<file path="src/rtl/alu_pkg.sv">
// Shared types for the execute-stage ALU: decoded control word, operand
// selects, buffered result entry and the skid-buffer occupancy states.
package alu_pkg;

  localparam int DATA_W_DEFAULT = 32;
  localparam int RD_W_DEFAULT   = 5;

  typedef enum logic [2:0] {
    ALU_ADD,
    ALU_SUB,
    ALU_AND,
    ALU_OR,
    ALU_XOR,
    ALU_SLL,
    ALU_SRL,
    ALU_SRA
  } alu_op_e;

  typedef enum logic [1:0] {
    OP_REG,
    OP_IMM,
    OP_PC,
    OP_ZERO
  } op_sel_e;

  typedef struct packed {
    alu_op_e operation;
    op_sel_e op1_sel;
    op_sel_e op2_sel;
    logic    use_unsigned;
  } alu_control_t;

  // Buffer entries hold finished results, so the field widths are fixed here.
  typedef struct packed {
    logic [DATA_W_DEFAULT-1:0] result;
    logic [RD_W_DEFAULT-1:0]   rd;
    logic                      zero;
    logic                      neg;
    logic                      ovf;
  } ex_result_t;

  typedef enum logic [1:0] {
    ST_EMPTY,
    ST_ONE,
    ST_TWO
  } occ_e;

endpackage

</file>
<file path="src/rtl/alu_core.sv">
// Purely combinational ALU: result plus zero/negative/overflow flags.
// Overflow is carry/borrow or signed overflow for ADD/SUB, zero otherwise.
module alu_core
  import alu_pkg::*;
#(
  parameter int DATA_W = DATA_W_DEFAULT
) (
  input  logic [DATA_W-1:0] op1,
  input  logic [DATA_W-1:0] op2,
  input  alu_control_t      ctrl,
  output logic [DATA_W-1:0] result,
  output logic              zero,
  output logic              neg,
  output logic              ovf
);

  localparam int SH_W = $clog2(DATA_W);

  logic [DATA_W:0]   add_ext;
  logic [DATA_W:0]   sub_ext;
  logic [SH_W-1:0]   shamt;

  assign add_ext = {1'b0, op1} + {1'b0, op2};
  assign sub_ext = {1'b0, op1} - {1'b0, op2};
  assign shamt   = op2[SH_W-1:0];

  // NOTE: every output of a combinational block gets a default first so no
  // path through the case leaves it unassigned and infers a latch.
  always_comb begin
    result = '0;
    ovf    = 1'b0;
    unique case (ctrl.operation)
      ALU_ADD: begin
        result = add_ext[DATA_W-1:0];
        ovf    = ctrl.use_unsigned ? add_ext[DATA_W]
               : ((op1[DATA_W-1] == op2[DATA_W-1]) && (result[DATA_W-1] != op1[DATA_W-1]));
      end
      ALU_SUB: begin
        result = sub_ext[DATA_W-1:0];
        // The extra MSB of the widened difference is the unsigned borrow.
        ovf    = ctrl.use_unsigned ? sub_ext[DATA_W]
               : ((op1[DATA_W-1] != op2[DATA_W-1]) && (result[DATA_W-1] != op1[DATA_W-1]));
      end
      ALU_AND: result = op1 & op2;
      ALU_OR:  result = op1 | op2;
      ALU_XOR: result = op1 ^ op2;
      ALU_SLL: result = op1 << shamt;
      ALU_SRL: result = op1 >> shamt;
      ALU_SRA: result = $unsigned($signed(op1) >>> shamt);
      default: result = '0;
    endcase
  end

  assign zero = (result == '0);
  assign neg  = result[DATA_W-1];

endmodule

</file>
<file path="src/rtl/ex_alu_stage.sv">
// Execute stage: operand select, ALU, and a 2-entry skid buffer of finished
// results between valid/ready handshakes, with registered in_ready.
module ex_alu_stage
  import alu_pkg::*;
#(
  parameter int DATA_W = DATA_W_DEFAULT,
  parameter int RD_W   = RD_W_DEFAULT
) (
  input  logic              clk,
  input  logic              rst,
  input  logic              flush,
  input  logic              in_valid,
  output logic              in_ready,
  input  alu_control_t      in_ctrl,
  input  logic [DATA_W-1:0] in_rs1,
  input  logic [DATA_W-1:0] in_rs2,
  input  logic [DATA_W-1:0] in_imm,
  input  logic [DATA_W-1:0] in_pc,
  input  logic [RD_W-1:0]   in_rd,
  output logic              out_valid,
  input  logic              out_ready,
  output logic [DATA_W-1:0] out_result,
  output logic [RD_W-1:0]   out_rd,
  output logic              out_zero,
  output logic              out_neg,
  output logic              out_ovf
);

  occ_e       state_q, state_d;
  ex_result_t main_q, main_d;
  ex_result_t skid_q, skid_d;
  logic       in_ready_q;

  logic [DATA_W-1:0] op1, op2;
  ex_result_t        res_in;
  logic              in_fire, out_fire;

  function automatic logic [DATA_W-1:0] sel_operand(
    input op_sel_e           sel,
    input logic [DATA_W-1:0] reg_val,
    input logic [DATA_W-1:0] imm,
    input logic [DATA_W-1:0] pc
  );
    unique case (sel)
      OP_REG:  return reg_val;
      OP_IMM:  return imm;
      OP_PC:   return pc;
      default: return '0;
    endcase
  endfunction

  assign op1 = sel_operand(in_ctrl.op1_sel, in_rs1, in_imm, in_pc);
  assign op2 = sel_operand(in_ctrl.op2_sel, in_rs2, in_imm, in_pc);

  alu_core #(.DATA_W(DATA_W)) u_alu_core (
    .op1    (op1),
    .op2    (op2),
    .ctrl   (in_ctrl),
    .result (res_in.result),
    .zero   (res_in.zero),
    .neg    (res_in.neg),
    .ovf    (res_in.ovf)
  );
  assign res_in.rd = in_rd;

  assign in_fire  = in_valid & in_ready_q & ~flush;
  assign out_fire = out_valid & out_ready;

  always_comb begin
    state_d = state_q;
    main_d  = main_q;
    skid_d  = skid_q;
    unique case (state_q)
      ST_EMPTY: begin
        if (in_fire) begin
          state_d = ST_ONE;
          main_d  = res_in;
        end
      end
      ST_ONE: begin
        if (in_fire && out_fire) begin
          main_d = res_in;
        end else if (in_fire) begin
          state_d = ST_TWO;
          skid_d  = res_in;
        end else if (out_fire) begin
          state_d = ST_EMPTY;
        end
      end
      ST_TWO: begin
        if (out_fire) begin
          state_d = ST_ONE;
          main_d  = skid_q;
        end
      end
      default: state_d = ST_EMPTY;
    endcase
    // Flush only empties the buffer; stale data is hidden by out_valid=0.
    if (flush) state_d = ST_EMPTY;
  end

  // NOTE: state uses non-blocking assignments so every register samples
  // pre-edge values; the buffer entries are reset too because cleared data
  // registers are part of the observable reset state.
  always_ff @(posedge clk) begin
    if (rst) begin
      state_q    <= ST_EMPTY;
      in_ready_q <= 1'b1;
      main_q     <= '0;
      skid_q     <= '0;
    end else begin
      state_q    <= state_d;
      in_ready_q <= (state_d != ST_TWO);
      main_q     <= main_d;
      skid_q     <= skid_d;
    end
  end

  assign in_ready   = in_ready_q;
  assign out_valid  = (state_q != ST_EMPTY);
  assign out_result = main_q.result;
  assign out_rd     = main_q.rd;
  assign out_zero   = main_q.zero;
  assign out_neg    = main_q.neg;
  assign out_ovf    = main_q.ovf;

endmodule

</file>
<file path="config.mk">
export PLATFORM = sky130hd
export DESIGN_NAME = ex_alu_stage
export DESIGN_NICKNAME = d
export VERILOG_FILES = /design/src/rtl/alu_pkg.sv /design/src/rtl/alu_core.sv /design/src/rtl/ex_alu_stage.sv
export SDC_FILE = /design/constraint.sdc
export NUM_CORES = 1
export LEC_CHECK = 0
export ABC_CLOCK_PERIOD_IN_PS = 11200
export CELL_PAD_IN_SITES_DETAIL_PLACEMENT = 1
export CELL_PAD_IN_SITES_GLOBAL_PLACEMENT = 1
export CORE_MARGIN = 5
export CORE_UTILIZATION = 35
export DETAILED_ROUTE_END_ITERATION = 8
export PLACE_DENSITY_LB_ADDON = 0.1
export RECOVER_POWER = 100
export SLEW_MARGIN = 30
export SYNTH_ARGS = -nofsm -noshare
export SYNTH_HDL_FRONTEND = slang
export SYNTH_HIERARCHICAL = 1
export SYNTH_SLANG_ARGS = --single-unit
</file>
<file path="constraint.sdc">
create_clock -name clk -period 11.2 [get_ports clk]
set_clock_uncertainty 0.1 [all_clocks]
set_input_delay 2.8 -clock clk [delete_from_list [all_inputs] [get_ports clk]]
set_output_delay 2.8 -clock clk [all_outputs]
set_load 0.03 [all_outputs]
</file>
-- Yosys cells after proc, flatten, opt, wreduce, memory -nomap -nowiden
Cells that the tools add are included.
- logic and storage cells: 75
- output and inout bits: 42
- input port bits: 146
- register bits after elaboration: 83
- reduce and logical (&&, ||, !) cells: 12
- muxes and demuxes: 17
- $add $sub $neg: 2
- bitwise logic cells: 8
- equality and inequality tests: 21
- shift operators: 3
- operators with widths (operator ; number):
    one-hot mux 32 bit (8 select lines) ; 1
    one-hot mux 32 bit (3 select lines) ; 2
    two-way mux 40 bit ; 3
    one-hot mux 40 bit (3 select lines) ; 1
    adder 32 x 32 -> 33 bit ; 1
    subtractor 32 x 32 -> 33 bit ; 1
    bitwise AND 32 bit ; 1
    zero test 32 bit ; 1
    OR 32 bit ; 1
    << shifter 32 x 5 -> 32 bit ; 1
    right shift 32 x 5 -> 32 bit ; 1
    >>> shifter 32 x 5 -> 32 bit ; 1
    bitwise XOR 32 bit ; 1
    == test 3 bit, second input constant ; 4
    two-way mux 2 bit ; 6
    inequality test 2 bit, second input constant ; 4
    == test 2 x 1 -> 1 bit, second input constant ; 3
    == test 2 bit, second input constant ; 3
    == test 3 x 2 -> 1 bit, second input constant ; 2
    zero test 2 bit ; 3
    one-hot mux 2 bit (3 select lines) ; 1
    AND reduction 4 bit ; 1
    bitwise AND 1 bit ; 3
    == test 3 x 1 -> 1 bit, second input constant ; 1
    other kinds (10) ; 16

-- Logic depth before layout (Yosys ltp)
- word-level depth: 9
- depth in mapped cells: 27
- gate-level depth less buffers: 20

-- Modules after synthesis
Netlist, hierarchy kept.
- by module, submodules not included (module ; times used ; area an instance (µm²) ; sequential area each (µm²) ; cells each):
    alu_core ; 1 ; 10045.9 ; 0.0 ; 1400
    ex_alu_stage ; 1 ; 4578.1 ; 1661.6 ; 586

-- Worst setup path after synthesis
No wires, ideal clock.
- path type: in2reg
- start: input in_ctrl[2] (netlist name)
- end: register main_q, in the netlist out_zero
- stages on the path: 23
- setup slack: 2438 ps
- data arrival time: 8577 ps
- required time: 11014 ps
- path buffers: 6
- setup time: 86 ps
- cell sequence: clkbuf_1 buf_2 mux2i_1 o21ai_0 inv_2 clkbuf_1 buf_1 clkbuf_1 ha_1 buf_2 nand2b_1 a221o_1 mux2_2 a222oi_1 nand3_1 or4_1 nor4_1 and4bb_1 o2111ai_1 or4_1 nor4_2 mux2i_1 a211oi_1
- RTL lines (what ; RTL line ; source):
    start, declared ; ex_alu_stage.sv:14 ; input alu_control_t in_ctrl,
    end signal, assigned ; ex_alu_stage.sv:114 ; main_q <= main_d;
    end, declared ; ex_alu_stage.sv:30 ; ex_result_t main_q, main_d;

==> run_results.csv <==
group,metric,value,unit
worst_setup_path,cp_data_required_time,11.33,ns
timing,slew_viol_final,122,
final_layout,design_area,17100,sq um
routing,drc,0,
final_layout,final_layout_size_suffix_gt1_share,8.69,%
clock_network,cts_tree,"built",
floorplan,die_area,46000,sq um
clock_network,cts_num_sinks,83,
worst_setup_path,crit_chain,"dlygate4sd3_1 -> nor2b_1 -> clkbuf_1 -> nand2_1 -> o21ai_4 -> inv_1 -> ha_1 -> nor3b_1 -> nor3_1 -> nand2_1 -> a2111oi_0 -> nor2_1 -> a311oi_1 -> nor3_1 -> a21oi_1 -> o211ai_1 -> or4b_1 -> nor4_1 -> mux2i_1 -> a211oi_1",
yosys,netlist_instances,1986,
final_layout,nFillCells,5100,
floorplan,die-width,214,um
worst_setup_path,r2r_end,"out_result[11]$_SDFFE_PP0P_",
worst_setup_path,r2r_slack,7.48,ns
worst_setup_path,reg2reg_depth,5,
yosys,syn-num-nets,2231,
grt,antenna_found_initial,0,
clock_network,cts_resized,0,
clock_network,numCtsBuffers,9,
floorplan,coreArea,41100,sq um
yosys,synth-async-reset-ratio,0,%
clock_network,path_clk_slew,0.06,ns
routing,drtPass1Iterations,7,
timing,slew_headroom,-115,%
final_layout,finalNetCount,2322,
grt,grt_max_degree,89,
routing,ant_nets,0,
worst_setup_path,cp_data_arrival_time,10.25,ns
yosys,yosysSeqAreaShare,11.4,%
place,portBuffers,187,
worst_setup_path,critical_path_buf_inv_count,3,
status,violations,"capacitance limit, slew limit",
final_layout,area_delta_synth_final,16.9,%
floorplan,die_h,214,um
yosys,ys_ff_latch,83,
job,drv_cap,2,
power_and_ir_drop,powerDensity,101,nW/um^2
floorplan,start_util,35.6,%
worst_setup_path,path_class,"in -> reg",
routing,drt_iter0_markers,1648,
timing,fin_crit_sh,90.3,%
worst_setup_path,crit_cells,20,
grt,grt_pass1_wl,108000,um
power_and_ir_drop,p_leak,6.89,nW
grt,grt_usage,29.8,%
worst_setup_path,max_stage_delay,1.19,ns
status,status,"finished, violations left",
worst_setup_path,rr_startpoint,"in_ready$_SDFF_PP1_",
min_path,worstHoldPathType,"reg -> reg",
worst_setup_path,critPathLaunch,"in_ctrl[1]",
yosys,ys_types,101,
clock_network,ctsRootBufferMaster,"clkbuf_16",
worst_setup_path,path_delay_family,"simple AND/OR/NAND/NOR gates",
timing,setup_viol,0,
worst_setup_path,crit_end,"out_zero$_SDFFE_PP0P_",
routing,vias,16800,
yosys,synthTopCellsByArea,"dfxtp_1, mux2i_1, mux4_2",
final_layout,final_cell_mix,"nand2_1, nor2_1, mux2i_1",
floorplan,rows,74,
yosys,ys_warn_count,6,
timing,tightest_slew,3.23,ns
final_layout,multiInputGateArea,11700,sq um
final_layout,final_common_cell,"nand2_1",
final_layout,final_util,41.6,%
timing,min_period,10.12,ns
yosys,synth_top_area_share,11.4,%
power_and_ir_drop,max-vdd-ir-drop,0.0750,mV
timing,rsz0062_at_grt,"no",
clock_network,htreeDepth,3,
final_layout,ff_latch_area,1660,sq um
yosys,synth_top_cell_by_area,"dfxtp_1",
yosys,syn_area_per_cell,7.36,sq um
worst_setup_path,critPathCaptureType,"register",
worst_setup_path,start_kind,"input pin",
place,gp_congestion,0.971,
clock_network,cts_hold_buf,0,
yosys,synth-edff-count,0,
floorplan,ios,188,
routing,viasPerCell,6.41,
clock_network,insertion_delay,0.34,ns
routing,drt_wl_total,72400,um
min_path,hold_depth,2,
clock_network,post_cts_buffers,0,
yosys,syn-cell-area,14600,sq um
routing,drt-wirelength-per-cell,27.7,um
place,dpl_cell_area,16900,sq um
final_layout,num_antenna_cells,0,
timing,finalHoldViolations,0,
yosys,synthFlopType,"dfxtp_1",
worst_setup_path,critPathMaxFanout,17,
grt,overflow,0,
worst_setup_path,cp_slowest_cell,"a2111oi_0",
timing,timing.fmax,0.0989,GHz
clock_network,clk_path_buf_depth,2,
timing,tns,0,ns
place,dp_hpwl,56100,um
grt,grt_pass1_vias,16800,
-- cells in the mapped netlist, types with 21 or more instances --
| cell | number |
|---|---|
| nand2_1 | 256 |
| o21ai_0 | 142 |
| nand3_1 | 29 |
| a21oi_1 | 145 |
| o211ai_1 | 36 |
| dfxtp_1 | 83 |
| mux4_2 | 55 |
| nor2_1 | 177 |
| o22ai_1 | 23 |
| buf_2 | 34 |
| inv_1 | 95 |
| nand2b_1 | 21 |
| a211oi_1 | 72 |
| clkbuf_1 | 103 |
| nor2b_1 | 22 |
| mux2i_1 | 163 |
| nor3_1 | 36 |
| ha_1 | 97 |
-- sequential cells by signal, summed over array words and instances, names as in the netlist --
register	flops
out_rd	5
in_ready	1
out_neg	1
out_zero	1
out_result	32
state_q	2
out_ovf	1
skid_q	40
-- kinds of logic after synthesis --
family	synth area share, %
simple gates	20.0
compound gates	28.5
buf+inv	8.62
mux	21.6
fa+ha+maj	8.57
flops	11.4
xor+xnor	1.32
-- how the worst min path moves through the flow --
| stage | to | from | slack [ns] |
|---|---|---|---|
| after detailed placement | skid_q[37]$_SDFFE_PP0P_ | skid_q[37]$_SDFFE_PP0P_ | 0.35 |
| after CTS | skid_q[37]$_SDFFE_PP0P_ | skid_q[37]$_SDFFE_PP0P_ | 0.36 |
| after global placement | skid_q[24]$_SDFFE_PP0P_ | skid_q[24]$_SDFFE_PP0P_ | 0.34 |
| final | skid_q[37]$_SDFFE_PP0P_ | skid_q[37]$_SDFFE_PP0P_ | 0.35 |
| after global routing | skid_q[0]$_SDFFE_PP0P_ | skid_q[0]$_SDFFE_PP0P_ | 0.37 |
| after floorplan | skid_q[0]$_SDFFE_PP0P_ | skid_q[0]$_SDFFE_PP0P_ | 0.34 |
-- cell type report --
class	count	area share [%]
Clock inverter	5	0.351
Clock buffer	11	1.42
Tap cell	532	3.89
Sequential cell	83	9.72
Inverter	101	2.22
Timing Repair Buffer	255	13.9
Multi-Input combinational cell	1627	68.5
-- metal layers --
| layer | GRT usage [%] | vias up | part of all wire (%) |
|---|---|---|---|
| li1 | - | 7535 | - |
| met1 | 40.3 | 8291 | 43 |
| met2 | 48.0 | 762 | 45 |
| met3 | 4.33 | 177 | 7.4 |
| met4 | 12.0 | 0 | 4.5 |
| met5 | 0 | - | 0 |
-- through the flow --
step           power [mW]  hold slack (ns)  worst slack [ns]  std cells
2_1_floorplan        1.02            0.336              2.44       1986
3_3_place_gp         1.40            0.340              1.29       2598
3_5_place_dp         1.41            0.348              1.53       2598
4_1_cts              1.72            0.357              1.88       2614
5_1_grt              1.81            0.374             0.712       2614
6_report             1.72            0.355              1.08       2614
-- report_power, final --
group	internal (mW)	leakage [nW]	switching, mW	total [mW]
Clock	0.180	0.146	0.122	0.301
Sequential	0.309	0.676	0.00682	0.316
Combinational	0.399	6.07	0.708	1.11
-- worst register-to-register path: cells and delay by family, from the launching register on --
kind	cells	cell delay, ns
AO/OA/AOI/OAI	2	0.60
AND/OR/NAND/NOR	2	0.27
flip-flops	1	0.34
buffers and inverters	1	2.31
Note: power is estimated with default switching activity, not from simulation.
